--- src/rtl/cpu_mem_arbiter_if.sv ---
// Bus bundle between the two CPU ports, the arbiter and the downstream memory.
// The arbiter takes the slave view; the environment driving requests and memory takes the master view.
interface cpu_mem_arbiter_if;
    localparam int unsigned WORD_W = 32;
    localparam int unsigned MASK_W = 4;

    logic              read_a;
    logic [WORD_W-1:0] address_a;
    logic              resp_a;
    logic [WORD_W-1:0] rdata_a;

    logic              read_b;
    logic              write;
    logic [MASK_W-1:0] wmask;
    logic [WORD_W-1:0] address_b;
    logic [WORD_W-1:0] wdata;
    logic              resp_b;
    logic [WORD_W-1:0] rdata_b;

    logic              mem_read;
    logic              mem_write;
    logic [WORD_W-1:0] mem_address;
    logic [WORD_W-1:0] mem_wdata;
    logic [MASK_W-1:0] mem_byte_enable;
    logic              mem_resp;
    logic [WORD_W-1:0] mem_rdata;

    modport slave (
        input  read_a, address_a, read_b, write, wmask, address_b, wdata,
        input  mem_resp, mem_rdata,
        output resp_a, rdata_a, resp_b, rdata_b,
        output mem_read, mem_write, mem_address, mem_wdata, mem_byte_enable
    );

    modport master (
        output read_a, address_a, read_b, write, wmask, address_b, wdata,
        output mem_resp, mem_rdata,
        input  resp_a, rdata_a, resp_b, rdata_b,
        input  mem_read, mem_write, mem_address, mem_wdata, mem_byte_enable
    );
endinterface

--- src/rtl/cpu_mem_arbiter.sv ---
// Two-port (instruction A / data B) arbiter onto a single memory port; fixed B priority on ties.
// Define ARBITER_RR_EN to alternate ties using a last-served flag instead.
module cpu_mem_arbiter (
    input  logic               clk,
    input  logic               reset_n,
    cpu_mem_arbiter_if.slave   bus
);
    localparam int unsigned WORD_W = 32;
    localparam int unsigned MASK_W = 4;
    localparam logic [MASK_W-1:0] FULL_MASK = MASK_W'(4'hF);

    typedef enum logic [1:0] {IDLE, SERVE_A, SERVE_B, DONE} state_e;

    state_e            state_q, state_d;
    logic [WORD_W-1:0] addr_q, addr_d;
    logic [WORD_W-1:0] wdata_q, wdata_d;
    logic [MASK_W-1:0] wmask_q, wmask_d;
    logic              wr_q, wr_d;
    logic              mem_read_q, mem_read_d;
    logic              mem_write_q, mem_write_d;
    logic [MASK_W-1:0] be_q, be_d;
    logic              resp_a_q, resp_a_d;
    logic              resp_b_q, resp_b_d;
    logic [WORD_W-1:0] rdata_a_q, rdata_a_d;
    logic [WORD_W-1:0] rdata_b_q, rdata_b_d;

    logic req_a, req_b, prio_b;

    assign req_a = bus.read_a;
    assign req_b = bus.read_b | bus.write;

`ifdef ARBITER_RR_EN
    // Last-served flag: 1 means B was served last, so A wins the next tie.
    logic last_b_q, last_b_d;

    assign prio_b = ~last_b_q;

    always_comb begin
        last_b_d = last_b_q;
        if (bus.mem_resp && (state_q == SERVE_A)) last_b_d = 1'b0;
        if (bus.mem_resp && (state_q == SERVE_B)) last_b_d = 1'b1;
    end

    always_ff @(posedge clk or negedge reset_n) begin
        if (!reset_n) last_b_q <= 1'b0;
        else          last_b_q <= last_b_d;
    end
`else
    assign prio_b = 1'b1;
`endif

    always_ff @(posedge clk or negedge reset_n) begin
        if (!reset_n) begin
            state_q     <= IDLE;
            addr_q      <= '0;
            wdata_q     <= '0;
            wmask_q     <= '0;
            wr_q        <= 1'b0;
            mem_read_q  <= 1'b0;
            mem_write_q <= 1'b0;
            be_q        <= '0;
            resp_a_q    <= 1'b0;
            resp_b_q    <= 1'b0;
            rdata_a_q   <= '0;
            rdata_b_q   <= '0;
        end else begin
            state_q     <= state_d;
            addr_q      <= addr_d;
            wdata_q     <= wdata_d;
            wmask_q     <= wmask_d;
            wr_q        <= wr_d;
            mem_read_q  <= mem_read_d;
            mem_write_q <= mem_write_d;
            be_q        <= be_d;
            resp_a_q    <= resp_a_d;
            resp_b_q    <= resp_b_d;
            rdata_a_q   <= rdata_a_d;
            rdata_b_q   <= rdata_b_d;
        end
    end

    // Strobes are computed one edge ahead so they are registered and follow the latched request.
    always_comb begin
        state_d     = state_q;
        addr_d      = addr_q;
        wdata_d     = wdata_q;
        wmask_d     = wmask_q;
        wr_d        = wr_q;
        mem_read_d  = 1'b0;
        mem_write_d = 1'b0;
        be_d        = '0;
        resp_a_d    = 1'b0;
        resp_b_d    = 1'b0;
        rdata_a_d   = rdata_a_q;
        rdata_b_d   = rdata_b_q;

        unique case (state_q)
            IDLE: begin
                if (req_b && (!req_a || prio_b)) begin
                    state_d     = SERVE_B;
                    addr_d      = bus.address_b;
                    wdata_d     = bus.wdata;
                    wmask_d     = bus.wmask;
                    wr_d        = bus.write;
                    mem_write_d = bus.write;
                    mem_read_d  = ~bus.write;
                    be_d        = bus.write ? bus.wmask : FULL_MASK;
                end else if (req_a) begin
                    state_d    = SERVE_A;
                    addr_d     = bus.address_a;
                    wdata_d    = '0;
                    wmask_d    = FULL_MASK;
                    wr_d       = 1'b0;
                    mem_read_d = 1'b1;
                    be_d       = FULL_MASK;
                end
            end
            SERVE_A: begin
                if (bus.mem_resp) begin
                    state_d   = DONE;
                    rdata_a_d = bus.mem_rdata;
                    resp_a_d  = 1'b1;
                end else begin
                    mem_read_d = 1'b1;
                    be_d       = FULL_MASK;
                end
            end
            SERVE_B: begin
                if (bus.mem_resp) begin
                    state_d   = DONE;
                    rdata_b_d = bus.mem_rdata;
                    resp_b_d  = 1'b1;
                end else begin
                    mem_read_d  = ~wr_q;
                    mem_write_d = wr_q;
                    be_d        = wr_q ? wmask_q : FULL_MASK;
                end
            end
            DONE: begin
                state_d = IDLE;
            end
            default: begin
                state_d = IDLE;
            end
        endcase
    end

    assign bus.resp_a          = resp_a_q;
    assign bus.resp_b          = resp_b_q;
    assign bus.rdata_a         = rdata_a_q;
    assign bus.rdata_b         = rdata_b_q;
    assign bus.mem_read        = mem_read_q;
    assign bus.mem_write       = mem_write_q;
    assign bus.mem_address     = addr_q;
    assign bus.mem_wdata       = wdata_q;
    assign bus.mem_byte_enable = be_q;
endmodule

--- src/flat_wrapper.sv ---
// flat-port wrapper written by rule: the top's interface ports become plain ports
module cpu_mem_arbiter_flat 
  (clk, reset_n, bus_read_a, bus_address_a, bus_read_b, bus_write, bus_wmask, bus_address_b, bus_wdata, bus_mem_resp, bus_mem_rdata, bus_resp_a, bus_rdata_a, bus_resp_b, bus_rdata_b, bus_mem_read, bus_mem_write, bus_mem_address, bus_mem_wdata, bus_mem_byte_enable);
  cpu_mem_arbiter_if bus_i ();
  input  logic clk;
  input  logic reset_n;
  input wire logic [$bits(bus_i.read_a)-1:0] bus_read_a;
  input wire logic [$bits(bus_i.address_a)-1:0] bus_address_a;
  input wire logic [$bits(bus_i.read_b)-1:0] bus_read_b;
  input wire logic [$bits(bus_i.write)-1:0] bus_write;
  input wire logic [$bits(bus_i.wmask)-1:0] bus_wmask;
  input wire logic [$bits(bus_i.address_b)-1:0] bus_address_b;
  input wire logic [$bits(bus_i.wdata)-1:0] bus_wdata;
  input wire logic [$bits(bus_i.mem_resp)-1:0] bus_mem_resp;
  input wire logic [$bits(bus_i.mem_rdata)-1:0] bus_mem_rdata;
  output wire logic [$bits(bus_i.resp_a)-1:0] bus_resp_a;
  output wire logic [$bits(bus_i.rdata_a)-1:0] bus_rdata_a;
  output wire logic [$bits(bus_i.resp_b)-1:0] bus_resp_b;
  output wire logic [$bits(bus_i.rdata_b)-1:0] bus_rdata_b;
  output wire logic [$bits(bus_i.mem_read)-1:0] bus_mem_read;
  output wire logic [$bits(bus_i.mem_write)-1:0] bus_mem_write;
  output wire logic [$bits(bus_i.mem_address)-1:0] bus_mem_address;
  output wire logic [$bits(bus_i.mem_wdata)-1:0] bus_mem_wdata;
  output wire logic [$bits(bus_i.mem_byte_enable)-1:0] bus_mem_byte_enable;
  assign bus_i.read_a = bus_read_a;
  assign bus_i.address_a = bus_address_a;
  assign bus_i.read_b = bus_read_b;
  assign bus_i.write = bus_write;
  assign bus_i.wmask = bus_wmask;
  assign bus_i.address_b = bus_address_b;
  assign bus_i.wdata = bus_wdata;
  assign bus_i.mem_resp = bus_mem_resp;
  assign bus_i.mem_rdata = bus_mem_rdata;
  assign bus_resp_a = bus_i.resp_a;
  assign bus_rdata_a = bus_i.rdata_a;
  assign bus_resp_b = bus_i.resp_b;
  assign bus_rdata_b = bus_i.rdata_b;
  assign bus_mem_read = bus_i.mem_read;
  assign bus_mem_write = bus_i.mem_write;
  assign bus_mem_address = bus_i.mem_address;
  assign bus_mem_wdata = bus_i.mem_wdata;
  assign bus_mem_byte_enable = bus_i.mem_byte_enable;
  cpu_mem_arbiter u_core (.clk(clk), .reset_n(reset_n), .bus(bus_i));
endmodule
--- config.mk ---
export PLATFORM = sky130hd
export DESIGN_NAME = cpu_mem_arbiter_flat
export DESIGN_NICKNAME = d
export VERILOG_FILES = /design/src/rtl/cpu_mem_arbiter_if.sv /design/src/rtl/cpu_mem_arbiter.sv /design/src/flat_wrapper.sv
export SDC_FILE = /design/constraint.sdc
export NUM_CORES = 1
export LEC_CHECK = 0
export ABC_CLOCK_PERIOD_IN_PS = 1900
export CAP_MARGIN = 0
export CORE_UTILIZATION = 41
export DETAILED_ROUTE_END_ITERATION = 10
export PLACE_DENSITY = 0.81
export RECOVER_POWER = 25
export REMOVE_ABC_BUFFERS = 1
export SYNTH_ARGS = -nofsm -noshare
export SYNTH_HDL_FRONTEND = slang
export SYNTH_SLANG_ARGS = --single-unit
--- constraint.sdc ---
create_clock -name clk -period 1.9 [get_ports clk]
set_clock_uncertainty 0.2 [all_clocks]
set_input_delay 0.38 -clock clk [delete_from_list [all_inputs] [get_ports clk]]
set_output_delay 0.38 -clock clk [all_outputs]
set_load 0.02 [all_outputs]
* After elaboration in Yosys (flattened, before gate mapping)
Cells that the tools add are included.
** Word-level totals
- Register bits :: 143
- Output and inout bits :: 136
- Input bits :: 138
- Logic and storage cells :: 57
** Operators by class
- Bitwise gates (word level) :: 3
- Equal/unequal tests :: 5
- Muxes and demuxes :: 30
- Reductions and logical operators :: 7
** Operators with widths (number)
- two-way mux 32 bit :: 4
- two-way mux 4 bit :: 8
- case mux 4 bit (3 select lines) :: 1
- two-way mux 1 bit :: 11
- AND reduction 2 bit :: 4
- two-way mux 2 bit :: 3
- case mux 2 bit (3 select lines) :: 1
- equality test 2 bit (second input constant) :: 2
- != test 3 x 2 -> 1 bit (second input constant) :: 1
- case mux 1 bit (3 select lines) :: 1
- equality test 2 x 1 -> 1 bit (second input constant) :: 1
- zero test 2 bit :: 1
- != test 2 x 1 -> 1 bit (second input constant) :: 1
- NOT 1 bit :: 2
- case mux 1 bit (2 select lines) :: 1
- nonzero test 2 bit :: 1
- OR reduction 2 bit :: 1
- bitwise OR 1 bit :: 1

* Depth between registers and ports, before layout
- Word-level depth :: 4
- Gate-level depth with buffers :: 8
- Gate-level depth less buffers :: 5

* Worst setup path before layout
Ideal clock, no wire load.
- Path type :: reg-to-reg
- Start point :: register u_core.state_q[0]
- End point :: register u_core.state_q[1]
- Clock period less this slack :: 1693 ps
- Path buffers :: 2
- Setup slack :: 207 ps
- Setup time :: 126 ps
- Arrival :: 1367 ps
- Required time :: 1574 ps
- Stages on the path, launching flop included :: 7
- Path through :: dfrtp_1 -> inv_1 -> ha_1 -> buf_2 -> nor2b_1 -> buf_2 -> a221o_1
** Between the ends
- Longest elaborated chain between the ends :: 4
- Elaborated cells between the ends (all ways) :: 9
- Classes of those cells :: eq/ne: 5; mux: 1; reduce/logical: 3
** RTL lines
- start, declared :: line cpu_mem_arbiter.sv:14 : state_e state_q, state_d;
- start signal, assigned :: line cpu_mem_arbiter.sv:67 : state_q <= state_d;
- equality test 2 x 1 -> 1 bit or equality test 2 bit (tied branches) :: line cpu_mem_arbiter.sv:97 : unique case (state_q)
- OR reduction 2 bit (no line)
- != test 2 x 1 -> 1 bit (no line)
- AND reduction 2 bit (no line)
Parallel ways exist; a longest one is shown, timed or not.
A chain may end at the register's enable or synchronous reset.

* Worst setup path after layout
- Start point :: register u_core.state_q[0]
- End point :: register u_core.rdata_b_q[29] (netlist: u_core.bus.rdata_b[29])
** Between the ends
- Longest elaborated chain between the ends :: 2
** RTL lines
- equality test 2 bit :: line cpu_mem_arbiter.sv:97
- AND reduction 2 bit (no line)
- end signal, assigned :: line cpu_mem_arbiter.sv:78 : rdata_b_q <= rdata_b_d;
- end, declared :: line cpu_mem_arbiter.sv:25 : logic [WORD_W-1:0] rdata_b_q, rdata_b_d;
No other way between the ends.

==> flow_summary.json <==
{
  "outcome": "completed",
  "cts_inserted_buffers": 17,
  "globalRoute.totalOverflow": 0,
  "hold_path.class": "reg -> reg",
  "layout_commonest_cell": "sky130_fd_sc_hd__dfrtp_1",
  "criticalPathCategory": "reg -> reg",
  "stdcell_area_um2": 9230,
  "drt.antenna.violating_nets": 0,
  "placer_congestion_estimate": 0.768,
  "postCtsSetupBuffers": 0,
  "timing.critical_path.from_type": "register",
  "die_area_um2": 14300,
  "r2r-start": "u_core.state_q[0]",
  "finish.cell_count_without_fillers": 898,
  "num_rows": 42,
  "layout.area.seq_um2": 3580,
  "drt_drc_violations_left": 0,
  "tritoncts_clock_tree": "yes",
  "average_cell_area_after_synthesis_um2": 13.8,
  "timing.critical_path.to": "u_core.bus.rdata_b[29]",
  "num_vias": 4461,
  "synth_largest_type_area_fraction": 0.632,
  "area_delta_synth_final_pct": 63.0,
  "vias_in_the_first_global_route": 4683,
  "initial_utilization": 0.424,
  "post_place_cell_area_um2": 8830,
  "critical_path_peak_fanout": 33,
  "endpoint_kind_of_the_worst_setup_timing_path": "register",
  "pre_cts_slack_ns": -0.195,
  "grt_max_degree": 48,
  "slew_headroom": 0.428,
  "finalNetCount": 851,
  "wl_um": 15200,
  "cp.required_ns": 1.99,
  "fillCellCount": 966,
  "worst-endpoint-arrival_ns": 1.88,
  "buffer_ports.inserted": 273,
  "antenna_found_initial": 0,
  "p_leak_nw": 4.32,
  "drt_pass1_iterations": 4,
  "grt_util_all_layers": 0.224,
  "drt-vias-per-instance": 4.97,
  "worst_r2r_path_depth": 5,
  "post_synthesis_cell_area_um2": 5670,
  "tightestPinTransition_ns": 0.858,
  "timing.final.crit_period_ns": 1.79,
  "grt_setup_unrepaired": "no",
  "share_of_post_route_cells_with_drive_strength_above_1": 0.179,
  "drt-wirelength-per-cell_um": 16.9,
  "synth.distinct_cells": 26,
  "power.total_mw": 15.8,
  "setup.worst_path.start": "u_core.state_q[0]",
  "setup.reg_to_reg.worst_slack_ns": 0.11,
  "clock_insertion_delay_worst_skew_ns": 0.41,
  "fmax_mhz": 559,
  "number_of_cells_after_detailed_placement": 865,
  "layout_worst_path_cycle_share": 0.941,
  "dp_hpwl_um": 11200,
  "first_iter_violations": 178,
  "ys_ff_latch": 143,
  "synth.yosys.seq_area_share": 0.632,
  "ios": 274,
  "slew_viol_final": 0,
  "mostFrequentLayoutCells": "sky130_fd_sc_hd__dfrtp_1, sky130_fd_sc_hd__clkdlybuf4s50_1, sky130_fd_sc_hd__dlygate4sd2_1",
  "yosys_warnings": 0,
  "pwr_density_cell_nw_per_um2": 1710,
  "multi_input_combinational_cell_area_um2": 1930,
  "clock-sinks": 143,
  "worst_vdd_drop_mv": 1.10,
  "leading_area_contributor_after_synthesis": "sky130_fd_sc_hd__dfrtp_1",
  "die_w_um": 120,
  "core-area_um2": 13300,
  "die_h_um": 120,
  "postSynthCellCount": 412,
  "antennaDiodeCount": 0,
  "maxCapViolCount": 0,
  "report.final.hold_viol_count": 0,
  "reg_to_reg_end": "u_core.bus.rdata_b[29]",
  "number_of_h_tree_levels": 4,
  "max-clock-path-buffers": 2,
  "ys_top_cells_by_area": "sky130_fd_sc_hd__dfrtp_1, sky130_fd_sc_hd__mux2_2, sky130_fd_sc_hd__mux2i_1",
  "clock_tree.root_cell": "sky130_fd_sc_hd__clkbuf_16",
  "final_critical_path_setup_slack_ns": 0.111,
  "setup-violations-final": 0,
  "wire_length_of_the_first_global_routing_pass_um": 24200,
  "reg_clk_slew_reported_paths_ns": 0.06
}
## report_power, final
group,internal [mW],switching (mW)
Sequential,4.55,0.781
Clock,1.84,1.26
Combinational,3.39,3.96
## worst max-delay path: stages, from the launching register on
cell                      delay (ns)
sky130_fd_sc_hd__dfrtp_1        0.41
sky130_fd_sc_hd__inv_1          0.09
sky130_fd_sc_hd__ha_1           0.25
sky130_fd_sc_hd__nand2_1        0.13
sky130_fd_sc_hd__buf_12         0.22
sky130_fd_sc_hd__mux2_2         0.37
## cells by family after synthesis
kind of cell | after synthesis | share of synthesized area
adder cells (fa/ha/maj) | 4 | 0.00883
flip-flops | 143 | 0.632
AO/OA/AOI/OAI | 87 | 0.109
AND/OR/NAND/NOR | 49 | 0.0378
multiplexers | 96 | 0.184
buffers and inverters | 33 | 0.0289
## final cells by class
class | instances | share of cell area
clock inverter | 12 | 0.0119
tap | 176 | 0.0239
multi-input combinational | 236 | 0.209
clock buffer | 20 | 0.0484
timing repair buffer | 304 | 0.316
inverter | 7 | 0.00285
sequential | 143 | 0.388
## routing by layer
layer / vias to the layer above / wire [um] / GRT usage
li1: 2076 / - / -
met5: - / 0 / 0
met4: 0 / 396 / 0.105
met1: 2123 / 5980 / 0.260
met3: 33 / 1130 / 0.0651
met2: 229 / 7650 / 0.380
## what timing repair did
item                                   4_1_cts  5_1_grt
gates resized for setup                    136        2
setup endpoints to repair                  136       24
hold buffers                                 1        0
endpoints found under the hold margin      116        0
## per-stage QoR
step                TNS (ns)  hold WS (ns)  utilization
CTS                        0         0.201        0.692
finish                     0         0.278        0.692
global route               0         0.291        0.692
floorplan             -67.95        -0.116            -
global placement       -7.28        0.0816        0.662
detailed placement     -8.87        0.0868        0.662
## Yosys cell counts
cell type / count
sky130_fd_sc_hd__a211oi_1: 1
sky130_fd_sc_hd__a21oi_1: 3
sky130_fd_sc_hd__a221o_1: 1
sky130_fd_sc_hd__a22o_1: 33
sky130_fd_sc_hd__a32o_1: 1
sky130_fd_sc_hd__buf_2: 17
sky130_fd_sc_hd__buf_4: 5
sky130_fd_sc_hd__clkbuf_1: 4
sky130_fd_sc_hd__dfrtp_1: 143
sky130_fd_sc_hd__ha_1: 4
sky130_fd_sc_hd__inv_1: 7
sky130_fd_sc_hd__mux2_2: 64
sky130_fd_sc_hd__mux2i_1: 32
sky130_fd_sc_hd__nand2_1: 34
sky130_fd_sc_hd__nand2b_1: 3
sky130_fd_sc_hd__nor2_1: 5
sky130_fd_sc_hd__nor2_4: 1
sky130_fd_sc_hd__nor2b_1: 6
sky130_fd_sc_hd__o21ai_0: 32
sky130_fd_sc_hd__o21ai_1: 4
sky130_fd_sc_hd__o22a_1: 4
sky130_fd_sc_hd__o22ai_1: 4
sky130_fd_sc_hd__o311ai_1: 1
sky130_fd_sc_hd__o31a_1: 1
sky130_fd_sc_hd__o31ai_1: 1
sky130_fd_sc_hd__o31ai_4: 1
## flip-flops by register name, summed over array words and instances, names as in the netlist
| name | cells |
|---|---|
| u_core.bus.mem_address | 32 |
| u_core.bus.mem_byte_enable | 4 |
| u_core.bus.mem_read | 1 |
| u_core.bus.mem_wdata | 32 |
| u_core.bus.mem_write | 1 |
| u_core.bus.rdata_a | 32 |
| u_core.bus.rdata_b | 32 |
| u_core.bus.resp_a | 1 |
| u_core.bus.resp_b | 1 |
| u_core.state_q | 2 |
| u_core.wmask_q | 4 |
| u_core.wr_q | 1 |
## how the worst min path moves through the flow
stage                                    startpoint                   endpoint  slack [ns]  cells after the start
after floorplan                             reset_n  u_core.bus.mem_address[0]       -0.12                      0
after global routing      u_core.bus.mem_address[9]  u_core.bus.mem_address[9]        0.29                      2
after detailed placement                    reset_n   u_core.bus.mem_wdata[15]        0.09                      1
after CTS                                   reset_n   u_core.bus.mem_wdata[30]        0.20                      2
after global placement                      reset_n   u_core.bus.mem_wdata[15]        0.08                      1
final                     u_core.bus.mem_address[9]  u_core.bus.mem_address[9]        0.28                      2
Power figures use the tool's default switching activity.
